<file path="src/rtl/easyaxi_rd_slv_pkg.sv">
// Shared EasyAXI widths, encodings and read-responder FSM state type.
// Imported by the read responder and the address generator.
package easyaxi_rd_slv_pkg;

  localparam int AXI_ADDR_W  = 32;
  localparam int AXI_DATA_W  = 32;
  localparam int AXI_ID_W    = 4;
  localparam int AXI_LEN_W   = 8;
  localparam int AXI_SIZE_W  = 3;
  localparam int AXI_BURST_W = 2;
  localparam int AXI_RESP_W  = 2;

  localparam logic [AXI_BURST_W-1:0] AXI_BURST_FIXED = 2'b00;
  localparam logic [AXI_BURST_W-1:0] AXI_BURST_INCR  = 2'b01;
  localparam logic [AXI_BURST_W-1:0] AXI_BURST_WRAP  = 2'b10;
  localparam logic [AXI_BURST_W-1:0] AXI_BURST_RSVD  = 2'b11;

  localparam logic [AXI_RESP_W-1:0] AXI_RESP_OKAY   = 2'b00;
  localparam logic [AXI_RESP_W-1:0] AXI_RESP_EXOKAY = 2'b01;
  localparam logic [AXI_RESP_W-1:0] AXI_RESP_SLVERR = 2'b10;
  localparam logic [AXI_RESP_W-1:0] AXI_RESP_DECERR = 2'b11;

  localparam logic [AXI_SIZE_W-1:0] AXI_SIZE_1B   = 3'd0;
  localparam logic [AXI_SIZE_W-1:0] AXI_SIZE_2B   = 3'd1;
  localparam logic [AXI_SIZE_W-1:0] AXI_SIZE_4B   = 3'd2;
  localparam logic [AXI_SIZE_W-1:0] AXI_SIZE_8B   = 3'd3;
  localparam logic [AXI_SIZE_W-1:0] AXI_SIZE_16B  = 3'd4;
  localparam logic [AXI_SIZE_W-1:0] AXI_SIZE_32B  = 3'd5;
  localparam logic [AXI_SIZE_W-1:0] AXI_SIZE_64B  = 3'd6;
  localparam logic [AXI_SIZE_W-1:0] AXI_SIZE_128B = 3'd7;

  typedef enum logic {
    ST_IDLE = 1'b0,
    ST_DATA = 1'b1
  } rd_state_e;

  // Only 2, 4 and 8 beat wrapping bursts are accepted.
  function automatic logic wrap_len_ok(input logic [AXI_LEN_W-1:0] len);
    return (len == 8'd1) || (len == 8'd3) || (len == 8'd7);
  endfunction

endpackage

</file>
<file path="src/rtl/easyaxi_addr_gen.sv">
// Combinational next-beat address for FIXED/INCR/WRAP bursts.
// Shared between the read and write responders.
module easyaxi_addr_gen
  import easyaxi_rd_slv_pkg::*;
(
  input  logic [AXI_ADDR_W-1:0]  addr,
  input  logic [AXI_LEN_W-1:0]   len,
  input  logic [AXI_SIZE_W-1:0]  size,
  input  logic [AXI_BURST_W-1:0] burst,
  output logic [AXI_ADDR_W-1:0]  next_addr
);

  logic [AXI_ADDR_W-1:0] step;
  logic [AXI_ADDR_W-1:0] total;
  logic [AXI_ADDR_W-1:0] mask;
  logic [AXI_ADDR_W-1:0] incr_addr;

  always_comb begin
    step      = {{(AXI_ADDR_W-1){1'b0}}, 1'b1} << size;
    total     = ({{(AXI_ADDR_W-AXI_LEN_W){1'b0}}, len} + {{(AXI_ADDR_W-1){1'b0}}, 1'b1}) << size;
    mask      = total - {{(AXI_ADDR_W-1){1'b0}}, 1'b1};
    incr_addr = addr + step;
    next_addr = addr;
    case (burst)
      AXI_BURST_INCR: next_addr = incr_addr;
      AXI_BURST_WRAP: next_addr = (addr & ~mask) | (incr_addr & mask);
      default:        next_addr = addr;
    endcase
  end

endmodule

</file>
<file path="src/rtl/easyaxi_rd_slv.sv">
// EasyAXI read responder: one AR at a time, returns arlen+1 beats from a
// constant word array (mem[i] = i) with SLVERR/DECERR classification.
module easyaxi_rd_slv
  import easyaxi_rd_slv_pkg::*;
#(
  parameter int MEM_DEPTH     = 64,
  parameter int MAX_BURST_LEN = 8
) (
  input  logic                   clk,
  input  logic                   rst_n,
  input  logic                   axi_slv_arvalid,
  output logic                   axi_slv_arready,
  input  logic [AXI_ID_W-1:0]    axi_slv_arid,
  input  logic [AXI_ADDR_W-1:0]  axi_slv_araddr,
  input  logic [AXI_LEN_W-1:0]   axi_slv_arlen,
  input  logic [AXI_SIZE_W-1:0]  axi_slv_arsize,
  input  logic [AXI_BURST_W-1:0] axi_slv_arburst,
  output logic                   axi_slv_rvalid,
  input  logic                   axi_slv_rready,
  output logic [AXI_ID_W-1:0]    axi_slv_rid,
  output logic [AXI_DATA_W-1:0]  axi_slv_rdata,
  output logic [AXI_RESP_W-1:0]  axi_slv_rresp,
  output logic                   axi_slv_rlast
);

  localparam int DATA_BYTES_LOG2 = $clog2(AXI_DATA_W / 8);
  localparam int MEM_IDX_W       = $clog2(MEM_DEPTH);
  localparam logic [AXI_ADDR_W-1:0] MEM_BYTES = AXI_ADDR_W'(MEM_DEPTH * (AXI_DATA_W / 8));

  rd_state_e state_reg, state_next;

  logic [AXI_ADDR_W-1:0]  addr_reg;
  logic [AXI_LEN_W-1:0]   len_reg;
  logic [AXI_SIZE_W-1:0]  size_reg;
  logic [AXI_BURST_W-1:0] burst_reg;
  logic                   slverr_reg;
  logic [AXI_LEN_W-1:0]   cnt_reg;
  logic [AXI_ID_W-1:0]    rid_reg;
  logic [AXI_DATA_W-1:0]  rdata_reg;
  logic [AXI_RESP_W-1:0]  rresp_reg;
  logic                   rlast_reg;

  logic                   arready_comb;
  logic                   rvalid_comb;
  logic                   ar_hs;
  logic                   r_hs;
  logic                   slverr_ar;
  logic [AXI_ADDR_W-1:0]  next_addr;
  logic [AXI_ADDR_W-1:0]  beat_addr;
  logic                   beat_slverr;
  logic                   beat_decerr;
  logic [MEM_IDX_W-1:0]   beat_idx;
  logic [AXI_DATA_W-1:0]  beat_data;
  logic [AXI_RESP_W-1:0]  beat_resp;

  // Read-only array: contents are fixed at the word index.
  logic [AXI_DATA_W-1:0] mem [MEM_DEPTH];
  generate
    for (genvar gi = 0; gi < MEM_DEPTH; gi++) begin : g_mem
      assign mem[gi] = AXI_DATA_W'(gi);
    end
  endgenerate

  easyaxi_addr_gen u_addr_gen (
    .addr      (addr_reg),
    .len       (len_reg),
    .size      (size_reg),
    .burst     (burst_reg),
    .next_addr (next_addr)
  );

  always_ff @(posedge clk or negedge rst_n) begin
    if (!rst_n) state_reg <= ST_IDLE;
    else        state_reg <= state_next;
  end

  always_comb begin
    state_next   = state_reg;
    arready_comb = 1'b0;
    rvalid_comb  = 1'b0;
    case (state_reg)
      ST_IDLE: begin
        arready_comb = 1'b1;
        if (axi_slv_arvalid) state_next = ST_DATA;
      end
      ST_DATA: begin
        rvalid_comb = 1'b1;
        if (axi_slv_rready && rlast_reg) state_next = ST_IDLE;
      end
      default: state_next = ST_IDLE;
    endcase
  end

  assign ar_hs = axi_slv_arvalid && arready_comb;
  assign r_hs  = axi_slv_rready && rvalid_comb;

  // Burst-level errors are judged once at AR accept and reused for every beat.
  assign slverr_ar = (int'(axi_slv_arlen) >= MAX_BURST_LEN)
                  || (int'(axi_slv_arsize) > DATA_BYTES_LOG2)
                  || ((axi_slv_arburst == AXI_BURST_WRAP) && !wrap_len_ok(axi_slv_arlen))
                  || (axi_slv_arburst == AXI_BURST_RSVD);

  always_comb begin
    beat_addr   = ar_hs ? axi_slv_araddr : next_addr;
    beat_slverr = ar_hs ? slverr_ar : slverr_reg;
    beat_decerr = !beat_slverr && (beat_addr >= MEM_BYTES);
    beat_idx    = beat_addr[DATA_BYTES_LOG2 +: MEM_IDX_W];
    beat_data   = (beat_slverr || beat_decerr) ? '0 : mem[beat_idx];
    beat_resp   = beat_slverr ? AXI_RESP_SLVERR :
                  beat_decerr ? AXI_RESP_DECERR : AXI_RESP_OKAY;
  end

  always_ff @(posedge clk or negedge rst_n) begin
    if (!rst_n) begin
      addr_reg   <= '0;
      len_reg    <= '0;
      size_reg   <= '0;
      burst_reg  <= '0;
      slverr_reg <= 1'b0;
      cnt_reg    <= '0;
      rid_reg    <= '0;
      rdata_reg  <= '0;
      rresp_reg  <= AXI_RESP_OKAY;
      rlast_reg  <= 1'b0;
    end else if (ar_hs) begin
      addr_reg   <= axi_slv_araddr;
      len_reg    <= axi_slv_arlen;
      size_reg   <= axi_slv_arsize;
      burst_reg  <= axi_slv_arburst;
      slverr_reg <= slverr_ar;
      cnt_reg    <= '0;
      rid_reg    <= axi_slv_arid;
      rdata_reg  <= beat_data;
      rresp_reg  <= beat_resp;
      rlast_reg  <= (axi_slv_arlen == '0);
    end else if (r_hs) begin
      if (rlast_reg) begin
        rlast_reg <= 1'b0;
      end else begin
        addr_reg  <= next_addr;
        cnt_reg   <= cnt_reg + AXI_LEN_W'(1);
        rdata_reg <= beat_data;
        rresp_reg <= beat_resp;
        rlast_reg <= ((cnt_reg + AXI_LEN_W'(1)) == len_reg);
      end
    end
  end

  assign axi_slv_arready = arready_comb;
  assign axi_slv_rvalid  = rvalid_comb;
  assign axi_slv_rid     = rid_reg;
  assign axi_slv_rdata   = rdata_reg;
  assign axi_slv_rresp   = rresp_reg;
  assign axi_slv_rlast   = rlast_reg;

endmodule

</file>
<file path="config.mk">
export PLATFORM = sky130hd
export DESIGN_NAME = easyaxi_rd_slv
export DESIGN_NICKNAME = d
export VERILOG_FILES = /design/src/rtl/easyaxi_rd_slv_pkg.sv /design/src/rtl/easyaxi_addr_gen.sv /design/src/rtl/easyaxi_rd_slv.sv
export SDC_FILE = /design/constraint.sdc
export NUM_CORES = 1
export LEC_CHECK = 0
export ABC_AREA = 0
export CAP_MARGIN = 20
export CORE_MARGIN = 2
export CORE_UTILIZATION = 40
export DETAILED_ROUTE_END_ITERATION = 7
export GPL_TIMING_DRIVEN = 0
export SLEW_MARGIN = 20
export SYNTH_ARGS = -nofsm -noshare
export SYNTH_HDL_FRONTEND = slang
export SYNTH_SLANG_ARGS = --single-unit
</file>
<file path="constraint.sdc">
create_clock -name clk -period 6.5 [get_ports clk]
set_clock_uncertainty 0.1 [all_clocks]
set_input_delay 1.3 -clock clk [delete_from_list [all_inputs] [get_ports clk]]
set_output_delay 1.3 -clock clk [all_outputs]
set_load 0.01 [all_outputs]
</file>
**Yosys cells after proc, flatten, opt, wreduce, memory -nomap -nowiden**

Memory sizes are Yosys's and may differ from the RTL's.
Index checks and enable logic that the tools add are counted.

- Memories: 1
- Memory bits (read-only): 2048
- Output and inout port bits: 41
- Logic and storage cells: 81
- Bits of input ports: 53
- Flip-flop bits (word level): 94

Memory list:

| memory | words | bits a word | rd ports | clocked after memory_dff | wr ports | RTL line | RTL |
|---|---|---|---|---|---|---|---|
| (no name shown) | 64 | 32 | 1 | 0 | 0 | easyaxi_rd_slv.sv:108 | `beat_data = (beat_slverr \|\| beat_decerr) ? '0 : mem[beat_idx];` |

- Reduce and logical (&&, ||, !) cells: 16
- $add $sub $neg: 4
- Bitwise logic cells: 6
- $lt $le $gt $ge: 4
- Shift-type cells: 2
- Equality and inequality tests: 9
- Muxes and demuxes: 28

Operator list:

| kind | count |
|---|---|
| $mux W32 | 10 |
| $and A32 B32 Y32 | 2 |
| $pmux W32 S2 | 1 |
| $add A32 B32 Y32 | 1 |
| $ge A32 B9 Y1 const B | 1 |
| $not A32 Y32 | 1 |
| $or A32 B32 Y32 | 1 |
| $shl A1 B3 Y32 const A | 1 |
| $shl A32 B3 Y32 | 1 |
| $sub A32 B1 Y32 const B | 1 |
| $mux W8 | 3 |
| $mux W2 | 5 |
| $add A8 B1 Y9 const B | 1 |
| $add A8 B1 Y8 const B | 1 |
| $eq A8 B1 Y1 const B | 1 |
| $eq A8 B2 Y1 const B | 1 |
| $eq A8 B3 Y1 const B | 1 |
| $eq A8 B8 Y1 | 1 |
| $ge A8 B4 Y1 const B | 1 |
| $logic_not A8 Y1 | 1 |
| $mux W1 | 8 |
| $ge A7 B7 Y1 const B | 1 |
| $not A6 Y7 | 1 |
| $eq A2 B2 Y1 const B | 3 |
| other kinds (10) | 20 |

**Longest topological paths before layout**

- Depth after elaboration: 16
- Mapped depth: 20
- Mapped depth without buffers: 18

**Modules after synthesis**

From an unflattened synthesis, not the netlist that was laid out.

- Cells, all modules: 901
- Area, all modules: 6769.0 sq um

Modules (own cells, without submodules):

| module | cells each | sequential area each (sq um) | instances | area an instance (sq um) |
|---|---|---|---|---|
| easyaxi_rd_slv | 426 | 1701.6 | 1 | 3583.4 |
| easyaxi_addr_gen | 475 | 0.0 | 1 | 3185.6 |

**Worst setup path after synthesis**

No wires, ideal clock.

- Path type: reg2reg
- Start point: register size_reg[1]
- End point: register rresp_reg[0], in the netlist axi_slv_rresp[0]
- Setup time: 0.121 ns
- Clock period less this slack: 4.354 ns
- Path buffers: 2
- Arrival: 4.133 ns
- Data required time: 6.279 ns
- Slack: 2.146 ns
- Cell stages (with the launch flop): 21
- Path through: dfrtp_1 buf_2 inv_1 clkbuf_1 nand2_1 nor2_1 ha_1 inv_1 fa_1 nor2b_1 o31ai_1 a2111oi_2 nand3_1 a21oi_1 nor2_1 a311oi_1 o2111a_1 o211a_1 and4b_1 nand4_4 a22o_1

- Cells in the longest elaborated chain, start to end: 14
- Elaborated cells on any way between the ends: 17
- Those cells by class: add/sub (2); order compare (1); shift (2); mux (7); bitwise (4); reduce/logical (1)

RTL lines:

| item | RTL line | RTL |
|---|---|---|
| from (decl) | easyaxi_rd_slv.sv:34 | `logic [AXI_SIZE_W-1:0] size_reg;` |
| from (signal assigned) | easyaxi_rd_slv.sv:128 | `size_reg <= axi_slv_arsize;` |
| $shl A32 B3 Y32 | easyaxi_addr_gen.sv:20 | `total = ({{(AXI_ADDR_W-AXI_LEN_W){1'b0}}, len} + {{(AXI_ADDR_W-1){1'b0}}, 1'b1}) << size;` |
| $sub A32 B1 Y32 | easyaxi_addr_gen.sv:21 | `mask = total - {{(AXI_ADDR_W-1){1'b0}}, 1'b1};` |
| $not A32 Y32 | easyaxi_addr_gen.sv:26 | `AXI_BURST_WRAP: next_addr = (addr & ~mask) \| (incr_addr & mask);` |
| $and A32 B32 Y32 | easyaxi_addr_gen.sv:26 |  |
| $or A32 B32 Y32 | easyaxi_addr_gen.sv:26 |  |
| $pmux W32 S2 * | easyaxi_addr_gen.sv:24 | `case (burst)` |
| $mux W32 * | easyaxi_rd_slv.sv:104 | `beat_addr = ar_hs ? axi_slv_araddr : next_addr;` |
| $ge A32 B9 Y1 * | easyaxi_rd_slv.sv:106 | `beat_decerr = !beat_slverr && (beat_addr >= MEM_BYTES);` |
| $logic_and A1 B1 Y1 * | easyaxi_rd_slv.sv:106 |  |
| $mux W2 * | easyaxi_rd_slv.sv:110 | `beat_decerr ? AXI_RESP_DECERR : AXI_RESP_OKAY;` |
| $mux W2 * | easyaxi_rd_slv.sv:109 | `beat_resp = beat_slverr ? AXI_RESP_SLVERR :` |
| $mux W2 | easyaxi_rd_slv.sv:137 | `if (rlast_reg) begin` |
| $mux W2 | easyaxi_rd_slv.sv:136 | `end else if (r_hs) begin` |
| $mux W2 * | easyaxi_rd_slv.sv:125 | `end else if (ar_hs) begin` |
| to (signal assigned) | easyaxi_rd_slv.sv:134 | `rresp_reg <= beat_resp;` |
| to (signal assigned) | easyaxi_rd_slv.sv:143 | `rresp_reg <= beat_resp;` |
| to (decl) | easyaxi_rd_slv.sv:40 | `logic [AXI_RESP_W-1:0] rresp_reg;` |

Mark *: on every way between the ends. The rest lies on a longest branch, timed or not. The select of a mux whose other input is x is not followed.
A chain may end at the register's enable or synchronous reset.

**Worst setup path after layout**

- Start point: register size_reg[1]
- End point: register rdata_reg[0], in the netlist axi_slv_rdata[0]

- Cells in the longest elaborated chain, start to end: 15
- Elaborated cells on any way between the ends: 21
- Those cells by class: add/sub (2); order compare (1); shift (2); mux (8); bitwise (5); reduce/logical (2); memory (1)

RTL lines:

| item | RTL line | RTL |
|---|---|---|
| $shl A32 B3 Y32 | easyaxi_addr_gen.sv:20 |  |
| $sub A32 B1 Y32 | easyaxi_addr_gen.sv:21 |  |
| $not A32 Y32 | easyaxi_addr_gen.sv:26 |  |
| $and A32 B32 Y32 | easyaxi_addr_gen.sv:26 |  |
| $or A32 B32 Y32 | easyaxi_addr_gen.sv:26 |  |
| $pmux W32 S2 * | easyaxi_addr_gen.sv:24 |  |
| $mux W32 * | easyaxi_rd_slv.sv:104 |  |
| $not A6 Y7 (not written as such) | easyaxi_rd_slv.sv:108 |  |
| $mem_v2 Z64 W32 | -- |  |
| $mux W32 (not written as such) (2 in series) | easyaxi_rd_slv.sv:108 |  |
| $mux W32 * | easyaxi_rd_slv.sv:108 |  |
| $mux W32 | easyaxi_rd_slv.sv:137 |  |
| $mux W32 | easyaxi_rd_slv.sv:136 |  |
| $mux W32 * | easyaxi_rd_slv.sv:125 |  |
| to (signal assigned) | easyaxi_rd_slv.sv:133 | `rdata_reg <= beat_data;` |
| to (signal assigned) | easyaxi_rd_slv.sv:142 | `rdata_reg <= beat_data;` |
| to (decl) | easyaxi_rd_slv.sv:39 | `logic [AXI_DATA_W-1:0] rdata_reg;` |

Marks and branches as above.

==> summary.md <==
| Metric | Value |
|---|---|
| EDFF count, synth | 0 |
| Most frequent cells in the layout | nand2_1 (150), nor2_1 (95), a21oi_1 (75) |
| Post_cts resized | 0 |
| NumNets Final | 1136 |
| Fill cell count | 1794 |
| CTS Hold Buffers Added | 0 |
| Sequential Area | 0.00170 mm^2 |
| Final hold vios | 0 |
| Async S/R FF share, synth | 100% |
| Cell-internal power | 2.06 mW |
| Dpl cell area | 0.00802 mm^2 |
| Clk slew on worst S/H paths | 0.06 ns |
| DRT iter0 DRCs | 935 |
| Largest net degree at the start of global routing | 43 |
| IO Count | 94 |
| Critical Path RT | 6.65 ns |
| Initial antenna violation count | 0 |
| Initial Util | 40.6% |
| Top sig layer | met4 |
| Global Route Usage Sum | 30.0% |
| # port buffers | 67 |
| Unrepaired setup endpoints after global routing | false |
| #FFs+latches synth | 68 |
| CP Buf/Inv Count | 4 |
| Final count of negative-setup-slack endpoints | 0 |
| DR DRC count | 0 |
| Placed wire-length estimate | 20400 um |
| VDD IR-drop max | 0.190 mV |
| Fmax | 0.169 GHz |
| H-Tree Depth | 3 |
| CP cell instances | buf_2, inv_1, clkbuf_1, nand2_1, nor2_1, ha_1, inv_1, fa_1, nor2b_1, o31ai_1, a2111oi_2, and3_1, o21ai_0, nand2_1, a31oi_1, or3_1, a211oi_1, and4b_1, nand4_4, o31ai_1 |
| Remaining Overflow, GRT | 0 |
| Clock Latency Late Sink | 0.35 ns |
| CP Capture Type | register |
| Ratio of cells with drive above 1 in the final layout | 8.76% |
| Diode count | 0 |
| Register area share after synthesis | 24.5% |
| Vias/cell | 6.06 |
| Final setup margin | 0.599 ns |
| Die width | 136 um |
| P&R area growth vs syn | 20.3% |
| DR pass1 iterations | 6 |
| Clock Power Share | 12.3% |
| Post-route cell area | 0.00836 mm^2 |
| Drt total wl | 27100 um |
| Hold WS | 0.374 ns |
| HP Class | register to register |
| Crit path largest cell delay | 0.93 ns |
| Wire length on met1 | 12300 um |
| Mean Syn Cell Area | 7.21 um^2 |
| Die ar. | 0.0184 mm^2 |
| Fin crit period | 5.90 ns |
| Post-Synthesis Cells | 964 |
| Synth cell types | 91 |
| Switching share of power | 55.2% |
| Met3 wire length | 2680 um |
| Prevailing post-synth register cell | dfrtp_1 |
| Clock Root Buffer | clkbuf_16 |
| Dpl cells | 1282 |
| Combinational share of power | 71.7% |
| Post-placement worst setup slack | 0.817 ns |
| Worst-Margin Slew | 1.05 ns |
| Lkg Pwr | 3.44 nW |
| Startpoint types | register |
| First-pass GRT wire length | 42300 um |
| Period utilization | 90.8% |
| Slew margin rel. | 30.2% |
| YS warnings | 0 |
| Clock Path Buffers | 2 |
| Antenna-violating nets left | 0 |
| Per-cell routed wire length | 20.9 um |
| Area of the mapped netlist | 0.00695 mm^2 |
| CTS buffer count | 9 |
| Multi-input gate area | 0.00478 mm^2 |
| Type of the worst setup path | register to register |
| Setup bufs post-CTS | 0 |
| Max Slew Vio Count | 0 |
| Most common cell after layout, fill and taps aside | nand2_1 |
| Critical path arrival | 6.05 ns |
| Slowest cell on crit path | a2111oi_2 |
| TritonCTS clock tree | built |
| Flop pwr share | 16.0% |
| Sink Count | 68 |
| GP Congestion | 0.984 |
| Delay-heaviest family, CP | simple AND/OR/NAND/NOR gates |
| Top-area cell type share of the netlist area | 24.5% |
| DR vias | 7860 |
| Status | complete, no violations |
| Top cells by area, synth | dfrtp_1 (24%), nand2_1 (8.1%), a21oi_1 (5.4%) |
| Util after Layout | 48.8% |
| Routed wl met2 | 11400 um |
| Peak fanout along the critical path | 10 |
| Row cnt | 48 |
| P_sw | 2.53 mW |
| Setup TNS | 0 ns |
| Die height | 136 um |
| Number of global-route vias before repair | 7355 |
| Max FFs per register | 32 |
| Max cap viols | 0 |
| Pwr/cell area | 549 mW/mm^2 |
| Cell taking the most area after synthesis | dfrtp_1 |
| Core Area | 0.0171 mm^2 |
| Non-Filler Instances | 1298 |
| Final Power | 4.59 mW |
==> Yosys cell counts, types with 14 or more instances <==
master and instances:
a21oi_1 75, and3_1 16, buf_4 28, clkbuf_1 44, dfrtp_1 68, ha_1 14, inv_1 24, nand2_1 150
nand3_1 28, nor2_1 95, nor3_1 25, o211ai_1 19, o21ai_0 65, xnor2_1 22, xor2_1 16
==> power by group through the flow <==
stage / clock network [mW] / registers [mW] / logic [mW]
finish: 0.564 / 0.732 / 3.29
global route: 0.586 / 0.749 / 3.55
CTS: 0.569 / 0.725 / 3.17
detailed placement: 0 / 0.731 / 3.16
global placement: 0 / 0.729 / 3.15
floorplan: 0 / 0.692 / 2.23
==> final timing paths <==
check | startpoint | endpoint | slack [ns] | cells after the start
max | size_reg[1] | axi_slv_rdata[0] | 0.60 | 20
min in group asynchronous | rst_n | cnt_reg[3] | 0.77 | 1
max in group asynchronous | rst_n | addr_reg[20] | 4.96 | 2
min | axi_slv_rid[2] | axi_slv_rid[2] | 0.37 | 2
max reg2reg | size_reg[1] | axi_slv_rdata[0] | 0.60 | 20
min reg2reg | axi_slv_rid[2] | axi_slv_rid[2] | 0.37 | 2
==> layer usage <==
metal	vias up	track usage [%]
met4	0	10.1
met2	432	44.1
li1	3675	-
met5	-	0
met3	64	5.91
met1	3689	43.7
==> tightest hold or removal path, stage by stage, from the launching register on <==
cell     delay [ns]
dfrtp_1        0.34
nand2_1        0.05
nand2_1        0.05
==> final cells by class <==
class	instances	share of cell area, %
multi-input combinational	804	57.2
sequential	68	20.4
timing repair buffer	68	8.32
buffer	92	5.66
tap	225	3.37
clock buffer	10	2.86
clock inverter	6	1.14
inverter	25	1.12
==> cells by family after synthesis <==
kind of cell    synth area share (%)
compound gates                  27.9
xor+xnor                        5.02
fa+ha+maj                       2.81
buf+inv                         8.16
flops                           24.5
mux                             1.98
other cells                   0.0540
simple gates                    29.5
Note: power is estimated with default switching activity, not from simulation.
==> patch (same flow settings) <==
Make the reset (`rst_n`) synchronous in 2 clocked blocks.
--- a/src/rtl/easyaxi_rd_slv.sv
+++ b/src/rtl/easyaxi_rd_slv.sv
@@ -70,5 +70,5 @@
   );
 
-  always_ff @(posedge clk or negedge rst_n) begin
+  always_ff @(posedge clk) begin
     if (!rst_n) state_reg <= ST_IDLE;
     else        state_reg <= state_next;
@@ -111,5 +111,5 @@
   end
 
-  always_ff @(posedge clk or negedge rst_n) begin
+  always_ff @(posedge clk) begin
     if (!rst_n) begin
       addr_reg   <= '0;
Formal check against the unedited RTL: differs if rst_n is asserted again (counterexample within 4 cycles, from zero or initial values and one cycle with rst_n low); with rst_n held inactive, the same outputs for 4 cycles.
==> patch against the unedited design <==
- die area rose by 4.8%
- area after synthesis rose by 4.9%
- cell area rose by 3.6%
- wire length rose by 6.8%
- worst setup slack got worse by 0.12 ns
- sequential cell count did not move
- critical path depth did not move
- critical endpoint is now axi_slv_rresp[1]
- highest routed layer unchanged
- non-clock buffer count rose by 4
Power is not compared: it rests on default switching activity, and its combinational part moved more than twofold at a synthesized area within 25%.
==> patch: results (changes against the unedited design) <==
| Metric | Value |
|---|---|
| Synth top area cells | dfxtp_1, nand2_1, a21oi_1 |
| Global-route wire length before repair | 43600 microns (+3.1%) |
| VDD IR-drop max | 0.107 mV |
| Final HPWL DP | 21800 microns (+7.1%) |
| Vias post-DR | 8359 (+6.3%) |
| Clock tree root driver cell | clkbuf_16 |
| Cts repair resizes | 0 (unchanged) |
| DR WL/cell | 21.3 microns (+2.0%) |
| Yosys synthesis warning count | 0 (unchanged) |
| Commonest cells in the synthesized netlist | nand2_1, nor2_1, a21oi_1, dfxtp_1, o21ai_0 |
| Worst slew pin tran | 0.913 ns (-0.132 ns) |
| Worst EP arrival | 6.12 ns (+0.07 ns) |
| Clk_lat worst skew | 0.35 ns (about the same) |
| Hold WC Path Type | register to register |
| Area after DPL | 0.00834 sq mm (+4.0%) |
| Xor-xnor portion of the synthesized cell area | 0.0393 (-0.0109) |
| Vias in the first global route | 7439 (+1.1%) |
| Multiplexer share of the synthesized area | 0.0187 (-0.00110) |
| DRT Pass-1 Iters | 5 (-1) |
| Post-synth ARST share | 0 (-1.00) |
| Final #Nets | 1193 (+5.0%) |
| Post-CTS setup buffers | 0 (unchanged) |
| PortBufs | 67 (unchanged) |
| Crit path max fanout | 8 (-2) |
| Run status | completed |
| Total track usage | 0.289 (-0.0111) |
| Final Hold Fails | 0 (unchanged) |
| Layout cell share with drive strength beyond 1 | 0.112 (+0.0239) |
| GP Congestion | 0.980 (-0.39%) |
| FF-to-FF Start | len_reg[1] |
| R2R Path End | axi_slv_rresp[1] |
| Worst reg-to-reg path cell count | 20 (unchanged) |
| Hold path start | axi_slv_rid[3] |
| Sequential share of the synthesized area | 0.187 (-0.0582) |
| R2r setup slk | 0.48 ns (-0.12 ns) |
| Num CTS Buffers | 9 (unchanged) |
| Diode count | 0 (unchanged) |
| Hold depth | 2 (unchanged) |
| Largest net degree at the start of global routing | 13 (-70%) |
| Hold EP | axi_slv_rid[3] |
| H-tree depth | 3 (unchanged) |
| Pleak | 3.12 nW |
| Worst-case clock buffer depth | 2 (unchanged) |
| Post-Synth Adder-Cell Area | 0.0268 (-0.00132) |
| Initial DRC count | 989 (+5.8%) |
| Synth unique cells | 107 (+18%) |
| Fillcell total | 1834 (+2.2%) |
| Compound-gate portion of the synthesized area | 0.315 (+0.0351) |
| Max reg flops | 32 (unchanged) |
patch: changes by cell type after synthesis, sizes merged, moves of 8 or more:
cell	change
nand3	+9
dfrtp	-68
a21oi	+10
o311ai	+8
dfxtp	+68
a211oi	+8
nor3	+13
nor2	+15
o21ai	-13
nand2	-15
patch: report_power, final:
part,switching (mW),internal [mW],leakage (nW)
Combinational,0.351,0.212,2.41
Clock,0.212,0.339,0.150
Sequential,0.0307,0.443,0.557
Total,0.593,0.995,3.12
patch: how the worst max path moves through the flow:
stage	startpoint	endpoint	slack, ns	cells after the start
2_1_floorplan	len_reg[1]	axi_slv_rdata[1]	1.89	21
3_3_place_gp	len_reg[1]	axi_slv_rresp[1]	0.73	20
3_5_place_dp	len_reg[1]	axi_slv_rresp[1]	0.75	21
4_1_cts	len_reg[1]	axi_slv_rresp[1]	0.72	21
5_1_grt	len_reg[1]	axi_slv_rresp[1]	0.40	21
6_report	len_reg[1]	axi_slv_rresp[1]	0.48	20
patch: area by class of cell:
cell class,instances,area (sq um),share of cell area
Multi-Input combinational cell,851,5250,0.607
Inverter,31,116,0.0134
Clock buffer,11,233,0.0269
Buffer,97,653,0.0754
Tap cell,229,287,0.0331
Timing Repair Buffer,67,671,0.0775
Sequential cell,68,1360,0.157
Clock inverter,5,85.1,0.00983
patch: through the flow:
stage | power (mW) | instances | worst slack [ns] | hold slack [ns]
after floorplan | 0.836 | 1047 | 1.89 | 0.346
after global placement | 1.03 | 1343 | 0.733 | 0.343
after detailed placement | 1.02 | 1343 | 0.751 | 0.350
after CTS | 1.57 | 1359 | 0.721 | 0.359
after global routing | 1.65 | 1359 | 0.404 | 0.378
final | 1.59 | 1359 | 0.484 | 0.354
patch: critical path, stage by stage, from the launching register on:
cell	delay, ns
dfxtp_1	0.53
ha_1	0.23
buf_6	0.14
and3_4	0.18
buf_6	0.12
a31oi_4	0.11
o22ai_2	0.21
a211oi_2	0.12
o41ai_4	0.57
nand3_1	0.30
nor4_1	0.35
ha_1	0.34
nand2_1	0.09
a31oi_1	0.08
o221ai_1	0.48
o31ai_1	0.16
a2111oi_0	0.65
and3_1	0.24
nand4_1	0.10
nor4_1	0.61
a21oi_1	0.13
patch: routing by layer:
layer / vias to the layer above / part of all wire / track usage / wire length, microns
li1: 3920 / - / - / -
met1: 3864 / 0.44 / 0.403 / 12600
met2: 493 / 0.42 / 0.432 / 12300
met3: 82 / 0.11 / 0.0718 / 3110
met4: 0 / 0.033 / 0.103 / 947
met5: - / 0 / 0 / 0
patch: logic make-up after synthesis:
kind of cell / Yosys count
fa+ha+maj: 15
buf+inv: 128
compound gates: 323
xor+xnor: 31
mux: 13
other cells: 1
flops: 68
simple gates: 443
